<file path="config.mk">
export PLATFORM = sky130hd
export DESIGN_NAME = usb_rx_byte_fifo
export DESIGN_NICKNAME = d
export VERILOG_FILES = /design/src/rtl/usb_rx_pkg.sv /design/src/rtl/fifo_ptr_ctr.sv /design/src/rtl/usb_rx_byte_fifo.sv
export SDC_FILE = /design/constraint.sdc
export NUM_CORES = 1
export LEC_CHECK = 0
export CAP_MARGIN = 15
export CORE_AREA = 4 4 98 100
export CTS_BUF_LIST = sky130_fd_sc_hd__clkbuf_8
export DETAILED_ROUTE_END_ITERATION = 7
export DIE_AREA = 0 0 102 104
export DONT_BUFFER_PORTS = 1
export RECOVER_POWER = 25
export SLEW_MARGIN = 15
export SYNTH_ARGS = -nofsm -noshare
export SYNTH_HDL_FRONTEND = slang
export SYNTH_SLANG_ARGS = --single-unit
</file>
<file path="constraint.sdc">
create_clock -name clk -period 2.95 [get_ports clk]
set_clock_uncertainty 0.2 [all_clocks]
set_input_delay 0.59 -clock clk [delete_from_list [all_inputs] [get_ports clk]]
set_output_delay 0.59 -clock clk [all_outputs]
set_load 0.05 [all_outputs]
</file>
<file path="src/rtl/usb_rx_pkg.sv">
// Shared types for the USB 1.1 receive path.
// Status bundle handed from the RX byte FIFO to the protocol layer.
package usb_rx_pkg;

    localparam int USB_BYTE_W = 8;

    typedef struct packed {
        logic full;
        logic empty;
        logic almost_full;
        logic overflow;
        logic underflow;
    } rx_fifo_status_t;

endpackage

</file>
<file path="src/rtl/fifo_ptr_ctr.sv">
// FIFO pointer with an extra wrap bit above the address bits.
// Increments on inc_i, returns to zero on a synchronous clear.
module fifo_ptr_ctr #(
    parameter int PTR_W = 3
) (
    input  logic           clk,
    input  logic           n_rst,
    input  logic           clr_i,
    input  logic           inc_i,
    output logic [PTR_W:0] ptr_o
);

    logic [PTR_W:0] ptr_q;
    logic [PTR_W:0] ptr_d;

    always_comb begin
        ptr_d = ptr_q;
        if (clr_i) begin
            ptr_d = '0;
        end else if (inc_i) begin
            ptr_d = ptr_q + (PTR_W+1)'(1);
        end
    end

    always_ff @(posedge clk or negedge n_rst) begin
        if (!n_rst) begin
            ptr_q <= '0;
        end else begin
            ptr_q <= ptr_d;
        end
    end

    assign ptr_o = ptr_q;

endmodule

</file>
<file path="src/rtl/usb_rx_byte_fifo.sv">
// Synchronous byte FIFO between the RX byte assembler and the packet layer.
// Registered read port, sticky error flags, synchronous flush on EOP/abort.
module usb_rx_byte_fifo
    import usb_rx_pkg::*;
#(
    parameter int DATA_W   = USB_BYTE_W,
    parameter int DEPTH    = 8,
    parameter int AF_LEVEL = 6
) (
    input  logic                     clk,
    input  logic                     n_rst,
    input  logic                     clear,
    input  logic                     w_en,
    input  logic [DATA_W-1:0]        w_data,
    input  logic                     r_en,
    output logic [DATA_W-1:0]        r_data,
    output logic                     r_valid,
    output logic                     full,
    output logic                     empty,
    output logic                     almost_full,
    output logic [$clog2(DEPTH):0]   count,
    output logic                     overflow,
    output logic                     underflow
);

    localparam int PTR_W = $clog2(DEPTH);

    if ((DEPTH < 2) || ((DEPTH & (DEPTH - 1)) != 0)) begin : g_depth_chk
        $error("usb_rx_byte_fifo: DEPTH must be a power of 2 and >= 2");
    end
    if ((AF_LEVEL < 1) || (AF_LEVEL > DEPTH)) begin : g_af_chk
        $error("usb_rx_byte_fifo: AF_LEVEL must be in 1..DEPTH");
    end

    logic [PTR_W:0]    w_ptr;
    logic [PTR_W:0]    r_ptr;
    logic [PTR_W:0]    cnt;
    logic              rd_ok;
    logic              wr_ok;
    rx_fifo_status_t   st;

    logic [DATA_W-1:0] mem_q [DEPTH];
    logic [DATA_W-1:0] r_data_q;
    logic [DATA_W-1:0] r_data_d;
    logic              r_valid_q;
    logic              r_valid_d;
    logic              ovf_q;
    logic              ovf_d;
    logic              unf_q;
    logic              unf_d;

    // A read frees a slot in the same cycle, so a full FIFO still takes a write.
    assign rd_ok = r_en & ~st.empty & ~clear;
    assign wr_ok = w_en & (~st.full | rd_ok) & ~clear;

    fifo_ptr_ctr #(.PTR_W(PTR_W)) u_wptr (
        .clk   (clk),
        .n_rst (n_rst),
        .clr_i (clear),
        .inc_i (wr_ok),
        .ptr_o (w_ptr)
    );

    fifo_ptr_ctr #(.PTR_W(PTR_W)) u_rptr (
        .clk   (clk),
        .n_rst (n_rst),
        .clr_i (clear),
        .inc_i (rd_ok),
        .ptr_o (r_ptr)
    );

    assign cnt            = w_ptr - r_ptr;
    assign st.empty       = (w_ptr == r_ptr);
    assign st.full        = (w_ptr[PTR_W-1:0] == r_ptr[PTR_W-1:0])
                          & (w_ptr[PTR_W] != r_ptr[PTR_W]);
    assign st.almost_full = (cnt >= (PTR_W+1)'(AF_LEVEL));
    assign st.overflow    = ovf_q;
    assign st.underflow   = unf_q;

    always_ff @(posedge clk) begin
        if (wr_ok) begin
            mem_q[w_ptr[PTR_W-1:0]] <= w_data;
        end
    end

    always_comb begin
        r_data_d  = r_data_q;
        r_valid_d = 1'b0;
        ovf_d     = ovf_q;
        unf_d     = unf_q;
        if (clear) begin
            ovf_d = 1'b0;
            unf_d = 1'b0;
        end else begin
            if (rd_ok) begin
                r_data_d  = mem_q[r_ptr[PTR_W-1:0]];
                r_valid_d = 1'b1;
            end
            if (w_en & st.full & ~rd_ok) begin
                ovf_d = 1'b1;
            end
            if (r_en & st.empty) begin
                unf_d = 1'b1;
            end
        end
    end

    always_ff @(posedge clk or negedge n_rst) begin
        if (!n_rst) begin
            r_data_q  <= '0;
            r_valid_q <= 1'b0;
            ovf_q     <= 1'b0;
            unf_q     <= 1'b0;
        end else begin
            r_data_q  <= r_data_d;
            r_valid_q <= r_valid_d;
            ovf_q     <= ovf_d;
            unf_q     <= unf_d;
        end
    end

    assign r_data      = r_data_q;
    assign r_valid     = r_valid_q;
    assign full        = st.full;
    assign empty       = st.empty;
    assign almost_full = st.almost_full;
    assign count       = cnt;
    assign overflow    = st.overflow;
    assign underflow   = st.underflow;

endmodule
</file>
==> qor.yml <==
floorplanning:
  fp.dieW_microns: 102
  core.rowCount: 34
  io_pins: 31
  die_area_sq_um: 10610
  start_util_pct: 39.46
  chipHeight_microns: 104
  core_area_sq_um: 8678
logic_synthesis:
  synth.cell_area_sq_um: 3425
  synth_nets: 221
  ys_ff_latch: 83
  ys_types: 31
  yosys-top-cells-area: "edfxtp_1 56%, dfrtp_1 14%, mux4_2 11%"
  synthFlopType: "edfxtp_1"
  yosys_warnings: 0
  postSynthCellCount: 202
  seq_area_frac_synth_pct: 70.00
  synth_edf_count: 64
  async_reset_ff_share_pct: 22.89
  synth_top_area_cell: "edfxtp_1"
  avgSynthCellArea_sq_um: 16.95
  synth_top_area_share_pct: 56.12
sta:
  relSlewSlack_pct: 36.63
  max_clock_freq_mhz: 354.1
  rsz0062_at_grt: "no"
  hold_viol_final: 0
  setup_ws_ns: 0.1257
  worst_slew_pin_slew_ns: 0.9474
  finalSetupViolations: 0
  drv_slew: 0
  tns_ns: 0
  fin_crit_sh_pct: 95.74
  min_period_ns: 2.824
grt:
  top_usage_layer: "met2"
  grt_usage_pct: 13.35
  gr-total-overflow: 0
  use_met3_pct: 3.622
  grt_pass1_vias: 1801
  grt_pass1_wl_mm: 10.32
  met1_usage_pct: 17.49
  grt_max_degree: 20
  grt_use_met2_pct: 21.22
  antenna_found_initial: 0
cells_and_area:
  area_growth_syn_to_layout_pct: 13.96
  n_antenna_cell: 0
  fin_nets: 244
  drive_above_1_share_pct: 25.65
  final_cell_mix: "64 x edfxtp_1, 18 x dfrtp_1, 17 x buf_4"
  mostFrequentLayoutCell: "edfxtp_1"
  fillers: 762
  finalInstanceArea_sq_um: 3902
  multi_input_area_sq_um: 968.4
  ff_latch_area_sq_um: 2399
clock_tree:
  clk_latency_ns: 0.35
  htreeDepth: 3
  cts_buffer_depth: 2
  clock-root-buffer: "clkbuf_8"
  cts_tree: "yes"
  numCtsBuffers: 9
  path_clk_slew_ns: 0.08
  cts.sinks: 83
worst_setup_path:
  endpoint_kind: "output port"
  cp-startpoint: "u_wptr.ptr_o[0]"
  critPathLaunchType: "register"
  r2r_setup_slack_ns: 0.49
  critical_path_arrival_ns: 2.03
  cp_max_fo: 6
  r2r_cells: 5
  worstReg2RegStart: "u_wptr.ptr_o[1]"
  endpoint: "almost_full"
  worstReg2RegEnd: "mem_q[1][1]"
  critPathKind: "register to output port"
  worstPathRequired_ns: 2.16
placement:
  place_ws_ns: 0.3866
  io_buffers: 0
  hpwl_mm: 4.140
  placed_cell_area_sq_um: 3675
  place_congestion: 0.7058
route:
  ant_nets: 0
  drt_iter0_drc: 65
  wirelength_mm: 6.458
  routed_via_density: 5.216
  drt-pass1-iter-count: 4
  wire_per_inst_microns: 19.11
  dr_total_vias: 1763
  drc: 0
run:
  drv_cap: 0
power:
  irDropWorstVdd_uv: 324.1
  power_leakage_nw: 1.372
  power_density_nw_per_um2: 774.5
run_status:
  status: "completed"
worst_hold_path:
  min_path_type: "input port to register"
==> power breakdown <==
group / internal [W] / total [W] / switching, W
Combinational: 0.000231 / 0.000571 / 0.000340
Sequential: 0.00134 / 0.00161 / 0.000268
Clock: 0.000421 / 0.000845 / 0.000424
Total: 0.00199 / 0.00302 / 0.00103
==> Yosys cell counts, drive strengths merged (2+ instances only) <==
cell,n
inv,9
nand3b,3
xnor2,4
nand3,3
ha,5
a21oi,4
mux4,16
nor2,15
edfxtp,64
nor3,4
o21ai,12
mux2i,10
buf,5
dfrtp,19
nor2b,3
o211ai,3
clkbuf,2
nand2,12
xor2,2
==> worst max-delay path, cell delays in order, from the launching register on <==
cell     delay, ns
dfrtp_2       0.43
inv_2         0.08
ha_1          0.22
fa_1          0.41
xnor2_2       0.16
nand2_1       0.08
o21ai_1       0.14
buf_12        0.17
==> cell families (layout without fill, tap and decap cells) <==
kind of cell / Yosys count / after routing / synth area share [%]
xor+xnor: 6 / 6 / 1.754
compound gates: 20 / 20 / 3.873
fa+ha+maj: 6 / 6 / 2.411
mux: 27 / 27 / 13.77
flops: 83 / 83 / 70.00
simple gates: 44 / 44 / 6.065
buf+inv: 16 / 44 / 2.119
==> repair_timing <==
item                       4_1_cts  5_1_grt
hold endpoints to repair        19        0
hold buffers                     1        0
buffers inserted                 0        1
setup endpoints to repair        0        1
resized for setup                0        3
==> per-layer routing <==
layer / share of wire [%] / vias to the layer above
met5: 0 / -
met3: 3.6 / 8
met2: 51 / 31
li1: - / 813
met1: 44 / 911
met4: 1.2 / 0
==> flip-flops by register name (all words and copies together), names as in the netlist <==
signal,cells
mem_q,64
r_valid,1
underflow,1
r_data,8
u_rptr.ptr_o,4
overflow,1
u_wptr.ptr_o,4
==> metrics by stage <==
| stage | cells | hold slack [ns] | utilization, % | power [W] |
|---|---|---|---|---|
| 6_report | 338 | 0.08798 | 44.97 | 0.003022 |
| 5_1_grt | 338 | 0.06918 | 44.97 | 0.003165 |
| 4_1_cts | 337 | 0.06501 | 44.87 | 0.003059 |
| 3_5_place_dp | 320 | 0.09506 | 42.34 | 0.002209 |
| 3_3_place_gp | 320 | 0.09493 | 42.34 | 0.002204 |
| 2_1_floorplan | 202 | 0.09441 | - | 0.002051 |
==> final cells by class <==
| class | instances | share of cell area (%) |
|---|---|---|
| Timing Repair Buffer | 19 | 4.040 |
| Inverter | 9 | 0.8657 |
| Multi-Input combinational cell | 103 | 24.82 |
| Clock inverter | 6 | 1.828 |
| Clock buffer | 10 | 3.527 |
| Tap cell | 108 | 3.463 |
| Sequential cell | 83 | 61.46 |
==> worst min-delay path by stage <==
stage | cells past startpoint | slack [ns] | startpoint | to
after floorplan | 0 | 0.09 | n_rst | overflow
after global placement | 0 | 0.09 | n_rst | underflow
after detailed placement | 0 | 0.1 | n_rst | underflow
after CTS | 1 | 0.07 | clear | u_rptr.ptr_o[3]
after global routing | 1 | 0.07 | clear | u_rptr.ptr_o[2]
final | 1 | 0.09 | clear | u_rptr.ptr_o[3]
(Power assumes the default switching activity.)
==> variant 1 (same settings) <==
`r_data_q` no longer has a reset.
--- a/src/rtl/usb_rx_byte_fifo.sv
+++ b/src/rtl/usb_rx_byte_fifo.sv
@@ -107,16 +107,18 @@
 
     always_ff @(posedge clk or negedge n_rst) begin
         if (!n_rst) begin
-            r_data_q  <= '0;
             r_valid_q <= 1'b0;
             ovf_q     <= 1'b0;
             unf_q     <= 1'b0;
         end else begin
-            r_data_q  <= r_data_d;
             r_valid_q <= r_valid_d;
             ovf_q     <= ovf_d;
             unf_q     <= unf_d;
         end
+    end
+
+    always_ff @(posedge clk) begin
+        r_data_q <= r_data_d;
     end
 
     assign r_data      = r_data_q;
Function: differs if n_rst is asserted again (counterexample within 4 cycles, from zero or initial values and one cycle with n_rst low); with n_rst held inactive, the same outputs for 10 cycles.
==> variant 1 against the unedited design <==
Routed wire length is 4.3% lower; sequential cell count stayed put; critical path depth is 2 lower; final area is 1.1% lower; total power is 10% lower; utilization is 0.49 points lower; setup slack better by 0.052 ns; synthesized area is 0.95% lower; synthesized cell count is 1.5% lower; critical path type unchanged; highest routed layer unchanged.
==> variant 1: results (changes against the unedited design) <==
stage	metric	value	unit	change
synthesis	synth warn	0		unchanged
critical_path	Top Family by Delay on Critical Path	flip-flops		was adder cells
detailed_routing	Iteration-0 DRC Markers	125		was 65
worst_hold_path	type of the tightest min-delay check	in -> reg		unchanged
cells_and_area	antenna cell count	0		unchanged
global_route	total track usage	0.125		was 0.134
placement	dpl hpwl	4060	µm	was 4140 µm
synthesis	post-synthesis xor/xnor area fraction	0.0229		was 0.0175
synthesis	syn_area_per_cell	17.0	µm²	about the same
synthesis	mux cell area share after synthesis	0.114		was 0.138
cts	postcts setup bufs	0		unchanged
synthesis	Synth area leaders	edfxtp_1, mux4_2, dfrtp_1, nand2_1, ha_1		was edfxtp_1, dfrtp_1, mux4_2, mux2i_1, ha_1
cts	CTS Buf Count	9		unchanged
synthesis	Post-synth top cells	edfxtp_1, nand2_1, mux4_2		was edfxtp_1, dfrtp_1, mux4_2
pwr	Sw Share	0.295		was 0.341
global_route	largest net degree at the start of global routing	21		was 20
detailed_routing	drt via density	5.15		was 5.22
synthesis	Seq/Total Area, Yosys	0.719		was 0.700
detailed_routing	first drt pass iteration count	5		was 4
placement	Port Buffers	0		unchanged
global_route	vias in the first global route	1681		was 1801
cells_and_area	nets	236		was 244
cells_and_area	Filler cells	772		was 762
cts	clock-pin slew on the worst setup and hold paths	0.08	ns	about the same
detailed_routing	Wirelength per Cell	18.7	µm	was 19.1 µm
critical_path	max incr delay on CP	0.46	ns	was 0.43 ns
synthesis	EDFF count, synth	72		was 64
synthesis	count of cell types in the netlist	33		was 31
placement	Cells after DPL	313		was 320
cts	htree depth	3		unchanged
synthesis	syn_nets	218		was 221
critical_path	CP Max Fanout	6		unchanged
global_route	initial antenna violation count	0		unchanged
critical_path	worst path arrival time	1.98	ns	was 2.03 ns
critical_path	register-to-register setup slack	0.30	ns	was 0.49 ns
cts	Clock Tree Buf Depth	2		unchanged
cells_and_area	share of cells above drive strength 1	0.275		was 0.257
timing	max_slew headroom	0.444		was 0.366
critical_path	Worst path slowest cell	dfrtp_1		was dfrtp_2
synthesis	post-synthesis adder-cell area fraction	0.0243		was 0.0241
pwr	worst vdd ir	0.257	mV	was 0.324 mV
placement	GPL Wtd Cong	0.771		was 0.706
pwr	P_leak	1.35	nW	was 1.37 nW
cells_and_area	Finished Layout Cells	330		was 338
cells_and_area	max reg flops	64		unchanged
synthesis	post-synthesis compound-gate area fraction	0.0262		was 0.0387
synthesis	ys async rst share	0.133		was 0.229
cts	clock root buffer	clkbuf_8		unchanged
global_route	first-pass GRT wire length	9480	µm	was 10300 µm
outcome	outcome	complete, no violations		unchanged
cts	worst-skew pair later-pin latency	0.35	ns	about the same
-- variant 1: worst paths after layout --
check                                start  cells after the start               to
max                        u_wptr.ptr_o[2]                      5            empty
min                                  clear                      1  u_wptr.ptr_o[1]
max reg2reg                u_wptr.ptr_o[2]                      5      mem_q[2][0]
min reg2reg                u_wptr.ptr_o[1]                      2  u_wptr.ptr_o[1]
max in group asynchronous            n_rst                      1  u_wptr.ptr_o[0]
min in group asynchronous            n_rst                      1  u_rptr.ptr_o[3]
-- variant 1: final cells by class --
type                            count  share of cell area
Inverter                            6             0.00583
Multi-Input combinational cell    104               0.250
Clock buffer                        9              0.0321
Clock inverter                      7              0.0198
Timing Repair Buffer               13              0.0259
Sequential cell                    83               0.632
Tap cell                          108              0.0350
-- variant 1: repair_timing --
item	in CTS	in global routing
endpoints found under the hold margin	11	0
resized for setup	0	2
setup endpoints to repair	0	11
hold buffers	1	0
-- variant 1: power by group through the flow --
stage	clock network (mW)	logic (mW)	registers [mW]
6_report	0.816	0.508	1.40
5_1_grt	0.891	0.549	1.40
4_1_cts	0.841	0.518	1.40
3_5_place_dp	0	0.513	1.42
3_3_place_gp	0	0.506	1.42
2_1_floorplan	0	0.408	1.42
-- variant 1: per-layer routing --
layer | part of all wire | routed length (µm) | global-route usage | vias up
li1 | - | - | - | 796
met2 | 0.50 | 3070 | 0.191 | 56
met3 | 0.061 | 376 | 0.0376 | 10
met5 | 0 | 0 | 0 | -
met4 | 0.021 | 129 | 0.0562 | 0
met1 | 0.42 | 2600 | 0.161 | 836
-- variant 1: stage by stage --
step | TNS [ns] | instance area, µm² | hold slack, ns | worst slack (ns)
floorplan | -0.407 | 3450 | 0.0944 | -0.163
global placement | 0 | 3650 | 0.0948 | 0.294
finish | 0 | 3860 | 0.0925 | 0.178
CTS | 0 | 3860 | 0.0732 | 0.0885
global route | 0 | 3860 | 0.0751 | 0.0207
detailed placement | 0 | 3650 | 0.0947 | 0.162
-- variant 1: kinds of logic after synthesis --
family                   Yosys count
XOR/XNOR                           8
flip-flops                        83
multiplexers                      18
buffers and inverters             12
AO/OA/AOI/OAI                     12
AND/OR/NAND/NOR                   60
adder cells (fa/ha/maj)            6
==> variant 2 (config.mk and constraints unchanged) <==
Without the edit above. Set the parameter `DEPTH` to 16 (it was 8).
--- a/src/rtl/usb_rx_byte_fifo.sv
+++ b/src/rtl/usb_rx_byte_fifo.sv
@@ -4,7 +4,7 @@
     import usb_rx_pkg::*;
 #(
     parameter int DATA_W   = USB_BYTE_W,
-    parameter int DEPTH    = 8,
+    parameter int DEPTH    = 16,
     parameter int AF_LEVEL = 6
 ) (
     input  logic                     clk,
Ports: changed (resized count); port bits go from 31 to 32. No check against the original RTL was run, so the function may have changed too.
==> variant 2 against the unedited design <==
The flow now finishes with violations (negative setup slack); maximum frequency down 6.5%; total power grew 65%; utilization rose by 35 points; combinational power is 39% higher; routed wire length increased by 85%; final area is 77% higher; sequential power increased by 63%; synthesized area up 78%; sequential cell count is 66 higher; setup slack worse by 0.20 ns; largest cell class unchanged; highest routed layer unchanged.
==> variant 2: results (changes against the unedited design) <==
stage	metric	value	unit	change
critical_path	CP Max Fanout	2		was 6
cells_and_area	synthesis-to-finish area growth	13.5	%	was 14.0%
critical_path	worst path arrival time	2.23	ns	was 2.03 ns
detailed_routing	Wirelength per Cell	24.2	µm	was 19.1 µm
cts	CTS Buf Count	17		was 9
detailed_routing	drt via density	6.41		was 5.22
outcome	failing checks	negative setup slack		
detailed_routing	Iteration-0 DRC Markers	241		was 65
placement	GPL Wtd Cong	0.853		was 0.706
timing	Fin Setup TNS	-0.0866	ns	was 0 ns
critical_path	register-to-register setup slack	0.20	ns	was 0.49 ns
synthesis	Synth area leaders	edfxtp_1, mux4_2, dfrtp_1, mux2i_1, ha_1		was edfxtp_1, dfrtp_1, mux4_2, mux2i_1, ha_1
synthesis	syn_nets	354		was 221
critical_path	worst flop-to-flop path startpoint	u_wptr.ptr_o[3]		was u_wptr.ptr_o[1]
global_route	first-pass GRT wire length	18900	µm	was 10300 µm
cells_and_area	nets	396		was 244
cts	htree depth	4		was 3
synthesis	syn_area_per_cell	18.4	µm²	was 17.0 µm²
cells_and_area	antenna cell count	0		unchanged
global_route	largest net degree at the start of global routing	36		was 20
cells_and_area	Finished Layout Cells	493		was 338
synthesis	ys async rst share	0.141		was 0.229
timing	worst slew pin tran	0.665	ns	was 0.947 ns
detailed_routing	first drt pass iteration count	5		was 4
timing	final setup margin	-0.0703	ns	was 0.126 ns
worst_hold_path	type of the tightest min-delay check	in -> reg		unchanged
cts	clock root buffer	clkbuf_8		unchanged
cells_and_area	max reg flops	128		was 64
placement	dpl hpwl	7460	µm	was 4140 µm
synthesis	EDFF count, synth	128		was 64
cts	worst-skew pair later-pin latency	0.44	ns	was 0.35 ns
placement	Cells after DPL	452		was 320
pwr	Sw Share	0.303		was 0.341
global_route	total track usage	0.248		was 0.134
pwr	worst vdd ir	0.536	mV	was 0.324 mV
placement	Area after DPL	6380	µm²	was 3670 µm²
timing	Final setup viols	2		was 0
outcome	outcome	finished, violations left		was complete, no violations
critical_path	max incr delay on CP	0.40	ns	was 0.43 ns
synthesis	count of cell types in the netlist	41		was 31
synthesis	Seq/Total Area, Yosys	0.719		was 0.700
cells_and_area	Filler cells	464		was 762
pwr	P_leak	2.46	nW	was 1.37 nW
worst_hold_path	worst hold start	w_data[4]		was clear
cells_and_area	share of cells above drive strength 1	0.296		was 0.257
variant 2: logic make-up (layout without fill, tap and decap cells):
logic type	count (synthesis)	after routing	share of synthesized area
AO/OA/AOI/OAI	27	27	0.0319
XOR/XNOR	9	9	0.0142
adder cells (fa/ha/maj)	10	10	0.0218
multiplexers	50	50	0.148
AND/OR/NAND/NOR	59	59	0.0449
flip-flops	149	149	0.719
buffers and inverters	27	81	0.0204
variant 2: layout make-up:
type | count | area share
Sequential cell | 149 | 0.634
Multi-Input combinational cell | 155 | 0.238
Timing Repair Buffer | 38 | 0.0439
Clock buffer | 17 | 0.0339
Clock inverter | 14 | 0.0241
Tap cell | 108 | 0.0196
Inverter | 12 | 0.00689
variant 2: worst paths after layout:
check / to / cells past startpoint
max in group asynchronous: u_wptr.ptr_o[1] / 2
max reg2reg: mem_q[1][6] / 6
max: almost_full / 9
min reg2reg: u_wptr.ptr_o[4] / 2
min: mem_q[5][4] / 0
min in group asynchronous: u_rptr.ptr_o[4] / 2
variant 2: repair_timing:
action                                  CTS  global route
endpoints found under the setup margin    3            63
pin swaps                                 6             5
resized for setup                         8             4
endpoints found under the hold margin    31            21
hold buffers                              3             1
buffers inserted                          3             3
variant 2: stage by stage:
stage | setup slack (ns) | hold WS, ns
after detailed placement | 0.123 | 0.0950
after global placement | 0.168 | 0.0949
after CTS | -0.111 | 0.0182
after floorplan | -0.221 | 0.0944
after global routing | -0.199 | 0.00221
final | -0.0703 | 0.0352
variant 2: power groups by stage:
stage / sequential (mW) / clock, mW / combinational, mW
after floorplan: 2.64 / 0 / 0.601
after global placement: 2.67 / 0 / 0.744
after detailed placement: 2.67 / 0 / 0.753
after CTS: 2.62 / 1.61 / 0.790
after global routing: 2.63 / 1.71 / 0.862
final: 2.62 / 1.59 / 0.795
variant 2: metal layers:
| layer | vias up | share of wire | wire length, µm | track usage |
|---|---|---|---|---|
| met5 | - | 0 | 0 | 0 |
| met4 | 0 | 0.013 | 159 | 0.0834 |
| met3 | 14 | 0.060 | 717 | 0.0637 |
| met2 | 118 | 0.53 | 6290 | 0.391 |
| met1 | 1642 | 0.40 | 4770 | 0.339 |
| li1 | 1384 | - | - | - |
variant 2: worst reg2reg max path, cell delays in order (launching register included):
cell and delay [ns]:
dfrtp_1 0.57, ha_1 0.37, and4_1 0.24, a311oi_1 0.48, nand2_1 0.20, nor3_1 0.19
buf_4 0.23
